==> src/rtl/hazard_pkg.sv <==
// -----------------------------------------------------------------------------
// hazard_pkg
// Shared types and constants for the RV32I pipeline hazard controller.
//   hz_state_e  : controller state (RUN, KILL = redirect parked, stale fetch
//                 still outstanding)
//   pipe_ctrl_t : the four pipeline-register enables and two flushes
//   HZ_REG_ADDR_W / HZ_XLEN : default register-index and PC widths
// -----------------------------------------------------------------------------
package hazard_pkg;

  localparam int HZ_REG_ADDR_W = 5;
  localparam int HZ_XLEN       = 32;

  typedef enum logic {
    RUN  = 1'b0,
    KILL = 1'b1
  } hz_state_e;

  typedef struct packed {
    logic if_id_en;
    logic id_ex_en;
    logic ex_mem_en;
    logic mem_wb_en;
    logic if_id_flush;
    logic id_ex_flush;
  } pipe_ctrl_t;

  // Free-running pipeline: everything advances, nothing flushed.
  localparam pipe_ctrl_t CTRL_RUN    = pipe_ctrl_t'(6'b1111_00);
  // Front end held, bubble injected into ID/EX, back end drains.
  localparam pipe_ctrl_t CTRL_BUBBLE = pipe_ctrl_t'(6'b0111_01);
  // Whole pipeline frozen.
  localparam pipe_ctrl_t CTRL_FREEZE = pipe_ctrl_t'(6'b0000_00);

endpackage

==> src/rtl/hazard_lu_detect.sv <==
// -----------------------------------------------------------------------------
// hazard_lu_detect
// Purely combinational load-use detector: flags an ID instruction that reads
// the destination of a load currently in EX. x0 is never a hazard.
// Ports:
//   id_valid_i, id_rs1_i, id_rs2_i, id_uses_rs1_i, id_uses_rs2_i : ID operands
//   ex_valid_i, ex_rd_i, ex_is_load_i                            : EX producer
//   lu_o                                                         : load-use hit
// -----------------------------------------------------------------------------
module hazard_lu_detect
  import hazard_pkg::*;
#(
  parameter int REG_ADDR_W = HZ_REG_ADDR_W
) (
  input  logic                  id_valid_i,
  input  logic [REG_ADDR_W-1:0] id_rs1_i,
  input  logic [REG_ADDR_W-1:0] id_rs2_i,
  input  logic                  id_uses_rs1_i,
  input  logic                  id_uses_rs2_i,
  input  logic                  ex_valid_i,
  input  logic [REG_ADDR_W-1:0] ex_rd_i,
  input  logic                  ex_is_load_i,
  output logic                  lu_o
);

  logic rs1_hit;
  logic rs2_hit;

  assign rs1_hit = id_uses_rs1_i && (id_rs1_i == ex_rd_i);
  assign rs2_hit = id_uses_rs2_i && (id_rs2_i == ex_rd_i);

  assign lu_o = ex_valid_i && ex_is_load_i && (ex_rd_i != '0) &&
                id_valid_i && (rs1_hit || rs2_hit);

endmodule

==> src/rtl/hazard_ctrl.sv <==
// -----------------------------------------------------------------------------
// hazard_ctrl
// Pipeline control for the 5-stage RV32I core: drives the PC enable/redirect
// and the IF/ID, ID/EX, EX/MEM, MEM/WB enables and flushes. Handles load-use
// bubbles, I-/D-memory wait freezes and EX-resolved redirects; a redirect that
// arrives while a fetch is outstanding is parked until that fetch returns, and
// the returning stale word is marked for discard.
// Ports:
//   clk, rst (async, active-low)
//   id_*  : ID-stage operand info           ex_*  : EX-stage producer/redirect
//   imem_req/imem_resp, dmem_req/dmem_resp  : memory handshakes
//   pc_en, pc_redirect, redirect_pc         : PC control
//   if_id_en, id_ex_en, ex_mem_en, mem_wb_en, if_id_flush, id_ex_flush
//   fetch_discard                           : drop the returning fetch word
// Optional build macro HAZARD_PERF_EN adds four CNT_W saturating event
// counters (perf_lu, perf_dfrz, perf_ifrz, perf_redirect).
// -----------------------------------------------------------------------------
module hazard_ctrl
  import hazard_pkg::*;
#(
  parameter int REG_ADDR_W = HZ_REG_ADDR_W,
  parameter int XLEN       = HZ_XLEN
`ifdef HAZARD_PERF_EN
  ,parameter int CNT_W     = 32
`endif
) (
  input  logic                  clk,
  input  logic                  rst,
  input  logic                  id_valid,
  input  logic [REG_ADDR_W-1:0] id_rs1,
  input  logic [REG_ADDR_W-1:0] id_rs2,
  input  logic                  id_uses_rs1,
  input  logic                  id_uses_rs2,
  input  logic                  ex_valid,
  input  logic [REG_ADDR_W-1:0] ex_rd,
  input  logic                  ex_is_load,
  input  logic                  ex_redirect,
  input  logic [XLEN-1:0]       ex_target,
  input  logic                  imem_req,
  input  logic                  imem_resp,
  input  logic                  dmem_req,
  input  logic                  dmem_resp,
  output logic                  pc_en,
  output logic                  pc_redirect,
  output logic [XLEN-1:0]       redirect_pc,
  output logic                  if_id_en,
  output logic                  id_ex_en,
  output logic                  ex_mem_en,
  output logic                  mem_wb_en,
  output logic                  if_id_flush,
  output logic                  id_ex_flush,
  output logic                  fetch_discard
`ifdef HAZARD_PERF_EN
  ,output logic [CNT_W-1:0]     perf_lu
  ,output logic [CNT_W-1:0]     perf_dfrz
  ,output logic [CNT_W-1:0]     perf_ifrz
  ,output logic [CNT_W-1:0]     perf_redirect
`endif
);

  hz_state_e       state_q, state_d;
  logic [XLEN-1:0] park_pc_q, park_pc_d;
  pipe_ctrl_t      ctrl;
  logic            dfrz, ifrz, lu;

  assign dfrz = dmem_req && !dmem_resp;
  assign ifrz = imem_req && !imem_resp;

  hazard_lu_detect #(
    .REG_ADDR_W (REG_ADDR_W)
  ) u_lu (
    .id_valid_i    (id_valid),
    .id_rs1_i      (id_rs1),
    .id_rs2_i      (id_rs2),
    .id_uses_rs1_i (id_uses_rs1),
    .id_uses_rs2_i (id_uses_rs2),
    .ex_valid_i    (ex_valid),
    .ex_rd_i       (ex_rd),
    .ex_is_load_i  (ex_is_load),
    .lu_o          (lu)
  );

  // Priority-ordered control decode; outputs are combinational from state.
  always_comb begin
    state_d       = state_q;
    park_pc_d     = park_pc_q;
    ctrl          = CTRL_RUN;
    pc_en         = 1'b1;
    pc_redirect   = 1'b0;
    redirect_pc   = ex_target;
    fetch_discard = 1'b0;

    if (dfrz) begin
      // A redirect sitting in EX is frozen with it and acts once dfrz drops.
      ctrl  = CTRL_FREEZE;
      pc_en = 1'b0;
    end else if (state_q == KILL) begin
      ctrl        = CTRL_BUBBLE;
      pc_en       = 1'b0;
      redirect_pc = park_pc_q;
      if (imem_resp) begin
        fetch_discard    = 1'b1;
        pc_en            = 1'b1;
        pc_redirect      = 1'b1;
        ctrl.if_id_flush = 1'b1;
        state_d          = RUN;
      end
    end else if (ex_redirect && !ifrz) begin
      // Also covers redirect coinciding with imem_resp: the word is flushed.
      pc_redirect      = 1'b1;
      ctrl.if_id_flush = 1'b1;
      ctrl.id_ex_flush = 1'b1;
    end else if (ex_redirect) begin
      park_pc_d        = ex_target;
      state_d          = KILL;
      pc_en            = 1'b0;
      ctrl.if_id_flush = 1'b1;
      ctrl.id_ex_flush = 1'b1;
    end else if (lu || ifrz) begin
      ctrl  = CTRL_BUBBLE;
      pc_en = 1'b0;
    end
  end

  always_ff @(posedge clk or negedge rst) begin
    if (!rst) begin
      state_q   <= RUN;
      park_pc_q <= '0;
    end else begin
      state_q   <= state_d;
      park_pc_q <= park_pc_d;
    end
  end

  assign if_id_en    = ctrl.if_id_en;
  assign id_ex_en    = ctrl.id_ex_en;
  assign ex_mem_en   = ctrl.ex_mem_en;
  assign mem_wb_en   = ctrl.mem_wb_en;
  assign if_id_flush = ctrl.if_id_flush;
  assign id_ex_flush = ctrl.id_ex_flush;

`ifdef HAZARD_PERF_EN
  // Each counter tracks the cycles in which its case wins the priority decode.
  logic ev_lu, ev_dfrz, ev_ifrz, ev_redir;
  logic [CNT_W-1:0] perf_lu_q, perf_dfrz_q, perf_ifrz_q, perf_redirect_q;

  function automatic logic [CNT_W-1:0] sat_inc(input logic [CNT_W-1:0] v);
    return (&v) ? v : v + 1'b1;
  endfunction

  assign ev_dfrz  = dfrz;
  assign ev_lu    = !dfrz && (state_q == RUN) && !ex_redirect && lu;
  assign ev_ifrz  = !dfrz && (state_q == RUN) && !ex_redirect && !lu && ifrz;
  assign ev_redir = !dfrz && (((state_q == RUN) && ex_redirect && !ifrz) ||
                              ((state_q == KILL) && imem_resp));

  always_ff @(posedge clk or negedge rst) begin
    if (!rst) begin
      perf_lu_q       <= '0;
      perf_dfrz_q     <= '0;
      perf_ifrz_q     <= '0;
      perf_redirect_q <= '0;
    end else begin
      if (ev_lu)    perf_lu_q       <= sat_inc(perf_lu_q);
      if (ev_dfrz)  perf_dfrz_q     <= sat_inc(perf_dfrz_q);
      if (ev_ifrz)  perf_ifrz_q     <= sat_inc(perf_ifrz_q);
      if (ev_redir) perf_redirect_q <= sat_inc(perf_redirect_q);
    end
  end

  assign perf_lu       = perf_lu_q;
  assign perf_dfrz     = perf_dfrz_q;
  assign perf_ifrz     = perf_ifrz_q;
  assign perf_redirect = perf_redirect_q;
`endif

endmodule

==> config.mk <==
export PLATFORM = sky130hd
export DESIGN_NAME = hazard_ctrl
export DESIGN_NICKNAME = d
export VERILOG_FILES = /design/src/rtl/hazard_pkg.sv /design/src/rtl/hazard_lu_detect.sv /design/src/rtl/hazard_ctrl.sv
export SDC_FILE = /design/constraint.sdc
export NUM_CORES = 1
export LEC_CHECK = 0
export CORE_MARGIN = 4
export CORE_UTILIZATION = 25
export DETAILED_ROUTE_END_ITERATION = 8
export PLACE_DENSITY = 0.53
export SLEW_MARGIN = 30
export SYNTH_ARGS = -nofsm -noshare
export SYNTH_HDL_FRONTEND = slang
export SYNTH_SLANG_ARGS = --single-unit
==> constraint.sdc <==
create_clock -name clk -period 5.1 [get_ports clk]
set_input_delay 1.53 -clock clk [delete_from_list [all_inputs] [get_ports clk]]
set_output_delay 1.53 -clock clk [all_outputs]
set_load 0.02 [all_outputs]
==> results.md <==
* Core Area at 7848 um^2
* Launching element of the worst setup path: dmem_req
* Residual DRC at 0
* Setup WS post-layout at 0.1492 ns
* Drt initial violations at 37
* N_diodes at 0
* Drt wl/cell at roughly 14 um
* Detail Route Antenna Nets at 0
* Final setup viols at 0
* Main synth FF type: dfrtp_1
* Count leader, synth: mux2_2
* Slew HR at between 40% and 50%
* Synth Instances at roughly 150
* Max IR drop VDD at 0.1074 mV
* Yosys reg bits at 33
* Fin crit share at 97.07%
* CP max FO at 32
* Fin crit period at between 4 and 5 ns
* Sum Neg Setup Slack at 0 ns
* P&R area growth vs syn at 55.40%
* Ys Warns at 0
* Max Root-Sink Buffers at 2
* Port-buffer cells at 99
* Vias in the first global route at 1,580
* Worst skew pair latency at 0.27 ns
* R2R depth at 3
* Sink Count at 33
* CTS tree: built
* Outcome: completed
* Htree depth at 2
* Post-synth cell types at 25
* Ys async rst share at 100.0%
* Setup WS pre-CTS at ~0.11 ns
* Via count at between 1,000 and 1,500
* Post-CTS Hold Buffers at 0
* Cell row count at 32
* FMAX at 202.0 MHz
* Largest cells by area after synthesis: dfrtp_1 (40%), mux2_4 (21%), mux2_2 (19%), xnor2_1 (4.3%), buf_12 (2.9%)
* Post-CTS Repair Setup Buffers at 0
* CP Class: in2out
* Clock transition at path regs at around 0.070 ns
* Mapped Nets at 207
* Die footprint at 9667 um^2
* Synth top cells by count: mux2_2 (35), dfrtp_1 (33), mux2_4 (29)
* Worst Hold End: park_pc_q[4]$_DFFE_PN0P_
* CP endpoint kind: primary output
* Initial Utilization at 25.99%
* Yosys top cell by area: dfrtp_1
* Max-cap violations at 0
* Num ports at 100
* HPWL after detailed placement at around 3.7 mm
* Min-delay src: park_pc_q[4]$_DFFE_PN0P_
* Worst path arrival time at between 3 and 4 ns
* Final WL at 5.023 mm
* Total GRT Usage at 10.34%
* WHS Path Cells at 1
* Hold WC Path Type: reg2reg
* P_leak at about 1.3 nW
* Root Driver: clkbuf_8
* Initial antenna violation count at 0
* Critical R2R Launch: state_q$_DFFE_PN0N_
* Die W at 98.32 um
* Share of cells above drive strength 1 at 31.85%
* Post-synth top area share at approximately two fifths
* CP startpoint kind: primary input
* DRT Pass-1 Iters at 4
* Worst-Margin Slew at 0.7800 ns
* Reg2reg setup slack at 3.31 ns
* Final Skew at ~0.0024 ns
* Total congestion overflow at 0
* Vias per inst at around 4.1
* Seq/Total Area, Yosys at 40.49%
* RSZ-0062 raised after global routing: false
* Fin. max-slew vios at 0
* CTS Buf Count at 5
* Reg2reg end: park_pc_q[21]$_DFFE_PN0P_
* Global-route wire length before repair at 8.031 mm
* EDFF count, synth at 0
* Syn avg cell area at between 10 and 15 um^2
* Largest net degree at the start of global routing at 34
* Worst endpoint required time at approximately 3.6 ns
* CTS resizes at 0
* Final Hold Fails at 0
* Die height at 98.32 um
* Power per Cell Area at 293.0 nW/um^2
* Fin nets at just over 300
* Mapped Area at between 2000 and 2500 um^2
* Gpl congestion at 0.7319
-- area by class of cell --
class                           instances  area [um^2]
Fill cell                             768         4678
Multi-Input combinational cell        104         1087
Timing Repair Buffer                  102         1023
Sequential cell                        33        825.8
Tap cell                              102        127.6
Clock buffer                            7        96.34
Clock inverter                          1        5.005
Inverter                                1        3.754
-- registers in the layout (all words and copies together), names as in the netlist --
name / count
park_pc_q: 32
state_q: 1
-- power by group --
group          switching (mW)  total (mW)  leakage (nW)  internal (mW)
clock network          0.0908       0.213        0.0542          0.122
registers              0.0349       0.364         0.395          0.329
logic                   0.127       0.352         0.858          0.225
-- placed cells by master (no fill, tap or decap), drive strengths merged, types with 3 or more instances in the layout --
cell type,count
nor2,8
xnor2,10
nor3,3
dfrtp,33
nand2,4
a21oi,3
mux2,64
clkbuf,7
clkdlybuf4s50,97
buf,4
-- stage by stage --
stage	power, mW	cells	utilization, %	instance area (um^2)	hold slack, ns
finish	0.9286	350	40.39	3169	0.5050
global route	0.9853	350	40.39	3169	0.5198
CTS	0.9490	350	40.35	3167	0.5088
detailed placement	0.7216	342	39.06	3065	0.4898
global placement	0.7212	342	39.06	3065	0.4874
floorplan	0.5809	148	-	2039	0.4766
-- worst max-delay path: stages --
cell and delay (ns):
clkdlybuf4s50_1 0.45, nor2b_4 0.14, inv_1 0.05, nand2_1 0.10, buf_12 0.22, mux2_2 0.36, clkdlybuf4s50_1 0.54
-- worst max path at each step --
stage	depth (start not counted)	endpoint	slack (ns)
2_1_floorplan	5	pc_en	0.89
3_3_place_gp	7	redirect_pc[31]	0.12
3_5_place_dp	7	id_ex_flush	0.11
4_1_cts	7	id_ex_flush	0.11
5_1_grt	7	if_id_en	0.07
6_report	7	redirect_pc[31]	0.15
-- kinds of logic after synthesis --
logic type,count (synthesis),synth area share (%)
compound gates,7,2.086
xor+xnor,10,4.294
buf+inv,11,6.196
flops,33,40.49
mux,65,41.17
simple gates,22,5.767
-- routing by layer --
| metal | part of all wire (%) | GRT usage, % |
|---|---|---|
| met1 | 45 | 13.45 |
| met2 | 48 | 16.64 |
| met3 | 6.2 | 3.357 |
| met4 | 0.76 | 2.521 |
| met5 | 0 | 0 |
Note: power is estimated with default switching activity, not from simulation.
==> RTL edit 1 (config.mk and constraints unchanged) <==
The option `HAZARD_PERF_EN` is turned on by a define.
--- a/src/rtl/hazard_ctrl.sv
+++ b/src/rtl/hazard_ctrl.sv
@@ -17,2 +17,4 @@
 // -----------------------------------------------------------------------------
+`define HAZARD_PERF_EN
+
 module hazard_ctrl
Function (old outputs only; new: perf_dfrz, perf_ifrz, perf_lu and perf_redirect): kept (Yosys induction, for registers that start in step).
==> RTL edit 1 against the unedited design <==
Final cell count increased to 3.9 times the old value. Combinational power up 100%. Power grew to 3.9 times the old value. Synthesized area increased to 3.9 times the old value. Wire length rose to 4.6 times the old value. Design area rose to 3.6 times the old value. Setup slack gained 100 ps. Non-clock buffer count rose by 143. Sequential cell count grew 128. Die area increased to 3.6 times the old value. First-iteration DRC count grew to 5.0 times the old value. Critical path type unchanged. Largest power group unchanged.
==> RTL edit 1: results (changes against the unedited design) <==
| Metric | Value |
|---|---|
| Routed wl met3 | `1.69 mm (was 310 µm)` |
| Layout cells sized above 1 | `14.5% (was 31.9%)` |
| IO Port Bufs | `227 (was 99)` |
| Multi-input gate area in the final layout | `0.00386 mm² (was 0.00109 mm²)` |
| Netlist cell types | `49 (was 25)` |
| Placed inst area | `0.0108 mm² (was 0.00307 mm²)` |
| First-pass GRT wire length | `36.8 mm (was 8.03 mm)` |
| Post-Layout Cell Count | `1,376 (was 350)` |
| CP max stage delay | `460 ps (was 540 ps)` |
| Most frequent cells after synthesis | `161 x dfrtp_1, 75 x xor2_1, 67 x mux2_2 (was 35 x mux2_2, 33 x dfrtp_1, 29 x mux2_4)` |
| Met2 wire len | `9.77 mm (was 2.40 mm)` |
| CP Max Fanout | `16 (was 32)` |
| Largest cells by area after synthesis | `dfrtp_1 50%, mux2_2 9.4%, xor2_1 8.2% (was dfrtp_1 40%, mux2_4 21%, mux2_2 19%)` |
| CTS H-tree lvls | `4 (was 2)` |
| Vias per cell | `4.49 (was 4.09)` |
| Clock root cell | `clkbuf_16 (was clkbuf_8)` |
| Pre-CTS setup slack | `-127 ps (was 114 ps)` |
| HP Start | `perf_lu[30] (was park_pc_q[4])` |
| Reg2reg start | `perf_ifrz[0] (was state_q)` |
| Met1 Wirelength | `11.2 mm (was 2.28 mm)` |
| # fillers | `3,160 (was 768)` |
| R2r setup slk | `2340 ps (was 3310 ps)` |
| Overall Global Routing Usage | `12.9% (was 10.3%)` |
| Sequential power share | `42.8% (was 39.2%)` |
| GR Util met2 | `18.8% (was 16.6%)` |
| Largest net degree at the start of global routing | `66 (was 34)` |
| Placed insts | `1,343 (was 342)` |
| Top sig layer | `met5 (was met4)` |
| Status | `finished, final reports clean (unchanged)` |
| WHS | `495 ps (was 505 ps)` |
| Worst skew pair latency | `430 ps (was 270 ps)` |
| Worst Hold Endpoint | `perf_lu[30] (was park_pc_q[4])` |
[RTL edit 1: changes by cell type in the layout (fill, tap and decap cells not counted), moves of 47 or more]
cell,delta
clkdlybuf4s50_1,+94
dfrtp_1,+128
nand2_1,+53
xnor2_1,+47
xor2_1,+75
[RTL edit 1: cell type report]
| type | count | area share, % |
|---|---|---|
| well taps | 402 | 4.39 |
| clock inverters | 11 | 1.33 |
| clock buffers | 21 | 4.02 |
| flip-flops and latches | 161 | 35.2 |
| multi-input cells | 526 | 33.7 |
| inverters | 10 | 0.328 |
| repair buffers | 245 | 21.1 |
[RTL edit 1: logic make-up after synthesis]
group	after synthesis	share of synthesized area (%)
xor+xnor	133	14.6
buf+inv	33	1.90
compound gates	12	1.11
fa+ha+maj	4	0.624
simple gates	308	21.9
mux	69	9.67
flops	161	50.2
[RTL edit 1: repair_timing]
action                     in CTS  in global routing
pin swaps                       0                  0
setup endpoints to repair      34                  3
gates cloned                    0                  1
resized for setup              33                  6
==> RTL edit 2 (same settings) <==
Made on the original files. Put a register stage on the output `redirect_pc`, with the module's reset. The value now appears one clock later. The other outputs are not delayed to match.
--- a/src/rtl/hazard_ctrl.sv
+++ b/src/rtl/hazard_ctrl.sv
@@ -60,2 +60,4 @@
 
+  logic [XLEN-1:0] redirect_pc_d;
+
   hz_state_e       state_q, state_d;
@@ -89,3 +91,3 @@
     pc_redirect   = 1'b0;
-    redirect_pc   = ex_target;
+    redirect_pc_d = ex_target;
     fetch_discard = 1'b0;
@@ -99,3 +101,3 @@
       pc_en       = 1'b0;
-      redirect_pc = park_pc_q;
+      redirect_pc_d = park_pc_q;
       if (imem_resp) begin
@@ -176,2 +178,10 @@
 
+  always_ff @(posedge clk or negedge rst) begin
+    if (!rst) begin
+      redirect_pc <= '0;
+    end else begin
+      redirect_pc <= redirect_pc_d;
+    end
+  end
+
 endmodule
Function: changed (a bounded check fails within 4 cycles, from zero or initial values and one cycle with rst low).
==> RTL edit 2 against the unedited design <==
Sequential cell count is 32 higher. Largest cell class is now flip-flops and latches. Hold slack worse by 3.2 ps. Final cell count is 21% higher. Wire length is 19% higher. Synthesized area is 39% higher. Critical endpoint is now pc_en. Setup slack better by 62 ps. Design area is 34% higher. Power is 86% higher.
==> RTL edit 2: results (changes against the unedited design) <==
| Metric | Value |
|---|---|
| Status | `finished, final reports clean (unchanged)` |
| Largest regs | `park_pc_q x32, redirect_pc x32, state_q x1 (was park_pc_q x32, state_q x1)` |
| Synth Net Count | `239 (was 207)` |
| Proportion of synthesized area in mux cells | `29.6% (was 41.2%)` |
| R2r setup slk | `3300 ps (was 3310 ps)` |
| Iteration-0 DRC Markers | `47 (was 37)` |
| First-pass GRT wire length | `9.69 mm (was 8.03 mm)` |
| Peak VDD IR | `183 µV (was 107 µV)` |
| Cts bufs inserted | `9 (was 5)` |
| Pre-CTS setup slack | `164 ps (was 114 ps)` |
| Clock root cell | `clkbuf_16 (was clkbuf_8)` |
| Fraction of synthesized cell area in xor and xnor cells | `3.08% (was 4.29%)` |
| Overall Global Routing Usage | `9.60% (was 10.3%)` |
| Syn Inst Count | `180 (was 148)` |
| Top cell type's share of synthesized area | `57.3% (was 40.5%)` |
| Vias in the first global route | `1,918 (was 1,580)` |
| Placed insts | `409 (was 342)` |
| CTS H-tree lvls | `3 (was 2)` |
| Met3 usage | `4.23% (was 3.36%)` |
| Worst Skew | `4.43 ps (was 2.39 ps)` |
| Final period util | `95.9% (was 97.1%)` |
| Worst skew pair latency | `330 ps (was 270 ps)` |
| CP max stage delay | `640 ps (was 540 ps)` |
| Most frequent cells after synthesis | `65 x dfrtp_1, 35 x mux2_2, 29 x mux2_4 (was 35 x mux2_2, 33 x dfrtp_1, 29 x mux2_4)` |
| DRT Pass-1 Iters | `2 (was 4)` |
| GR Util met2 | `13.7% (was 16.6%)` |
| WL/cell | `14.0 µm (was 14.4 µm)` |
| Post-Layout Cell Count | `425 (was 350)` |
| Largest net degree at the start of global routing | `66 (was 34)` |
| Post-synthesis compound-gate area fraction | `1.50% (was 2.09%)` |
| Met1 GRT Util | `12.3% (was 13.5%)` |
| Vias per cell | `4.14 (was 4.09)` |
| Layout cells sized above 1 | `29.8% (was 31.9%)` |
| CP Max Fanout | `6 (was 32)` |
| Nets | `339 (was 306)` |
| Placer Congestion | `0.660 (was 0.732)` |
| Seq/Total Area, Yosys | `57.3% (was 40.5%)` |
| DP HPWL | `3.94 mm (was 3.65 mm)` |
==> RTL edit 2: timing repair <==
action,4_1_cts,5_1_grt
resized for setup,0,1
setup endpoints to repair,0,1
endpoints found under the hold margin,0,0
setup buffers,0,0
==> RTL edit 2: metal layers <==
| metal | routed length [µm] | share of wire, % |
|---|---|---|
| met1 | 2680 | 45 |
| met2 | 2670 | 45 |
| met3 | 501 | 8.4 |
| met4 | 107 | 1.8 |
| met5 | 0 | 0 |
==> RTL edit 2: per-stage QoR <==
step	cell area [µm²]	power, µW	hold WS, ps
floorplan	2840	867	477
global placement	3880	1010	482
detailed placement	3880	1020	490
CTS	4240	1760	503
global route	4240	1810	515
finish	4240	1730	502
==> RTL edit 2: logic make-up (layout without fill, tap and decap cells) <==
kind of cell,count (synthesis),count (layout)
and+or+nand+nor,22,22
muxes,65,65
buffers and inverters,11,116
AOI/OAI and AO/OA,7,7
xor gates and xnor gates,10,10
DFF,65,65
==> RTL edit 2: where the power goes <==
group          switching [µW]  total [µW]  internal [µW]
registers                42.2         654            612
clock network             230         722            492
logic                     129         351            222
==> RTL edit 2: worst paths after layout <==
check,start,end,depth (start not counted)
min in group asynchronous,rst,park_pc_q[25],1
worst max register to register,state_q,park_pc_q[18],3
worst min-delay path,park_pc_q[5],redirect_pc[5],1
worst max-delay path,dmem_resp,pc_en,7
worst min register to register,park_pc_q[5],redirect_pc[5],1
max in group asynchronous,rst,redirect_pc[18],1
==> RTL edit 2: final cells by class <==
| type | count | area (µm²) |
|---|---|---|
| Timing Repair Buffer | 99 | 991 |
| Multi-Input combinational cell | 104 | 1090 |
| Tap cell | 140 | 175 |
| Sequential cell | 65 | 1630 |
| Fill cell | 1069 | 6740 |
| Clock buffer | 10 | 239 |
| Clock inverter | 6 | 115 |
| Inverter | 1 | 3.75 |
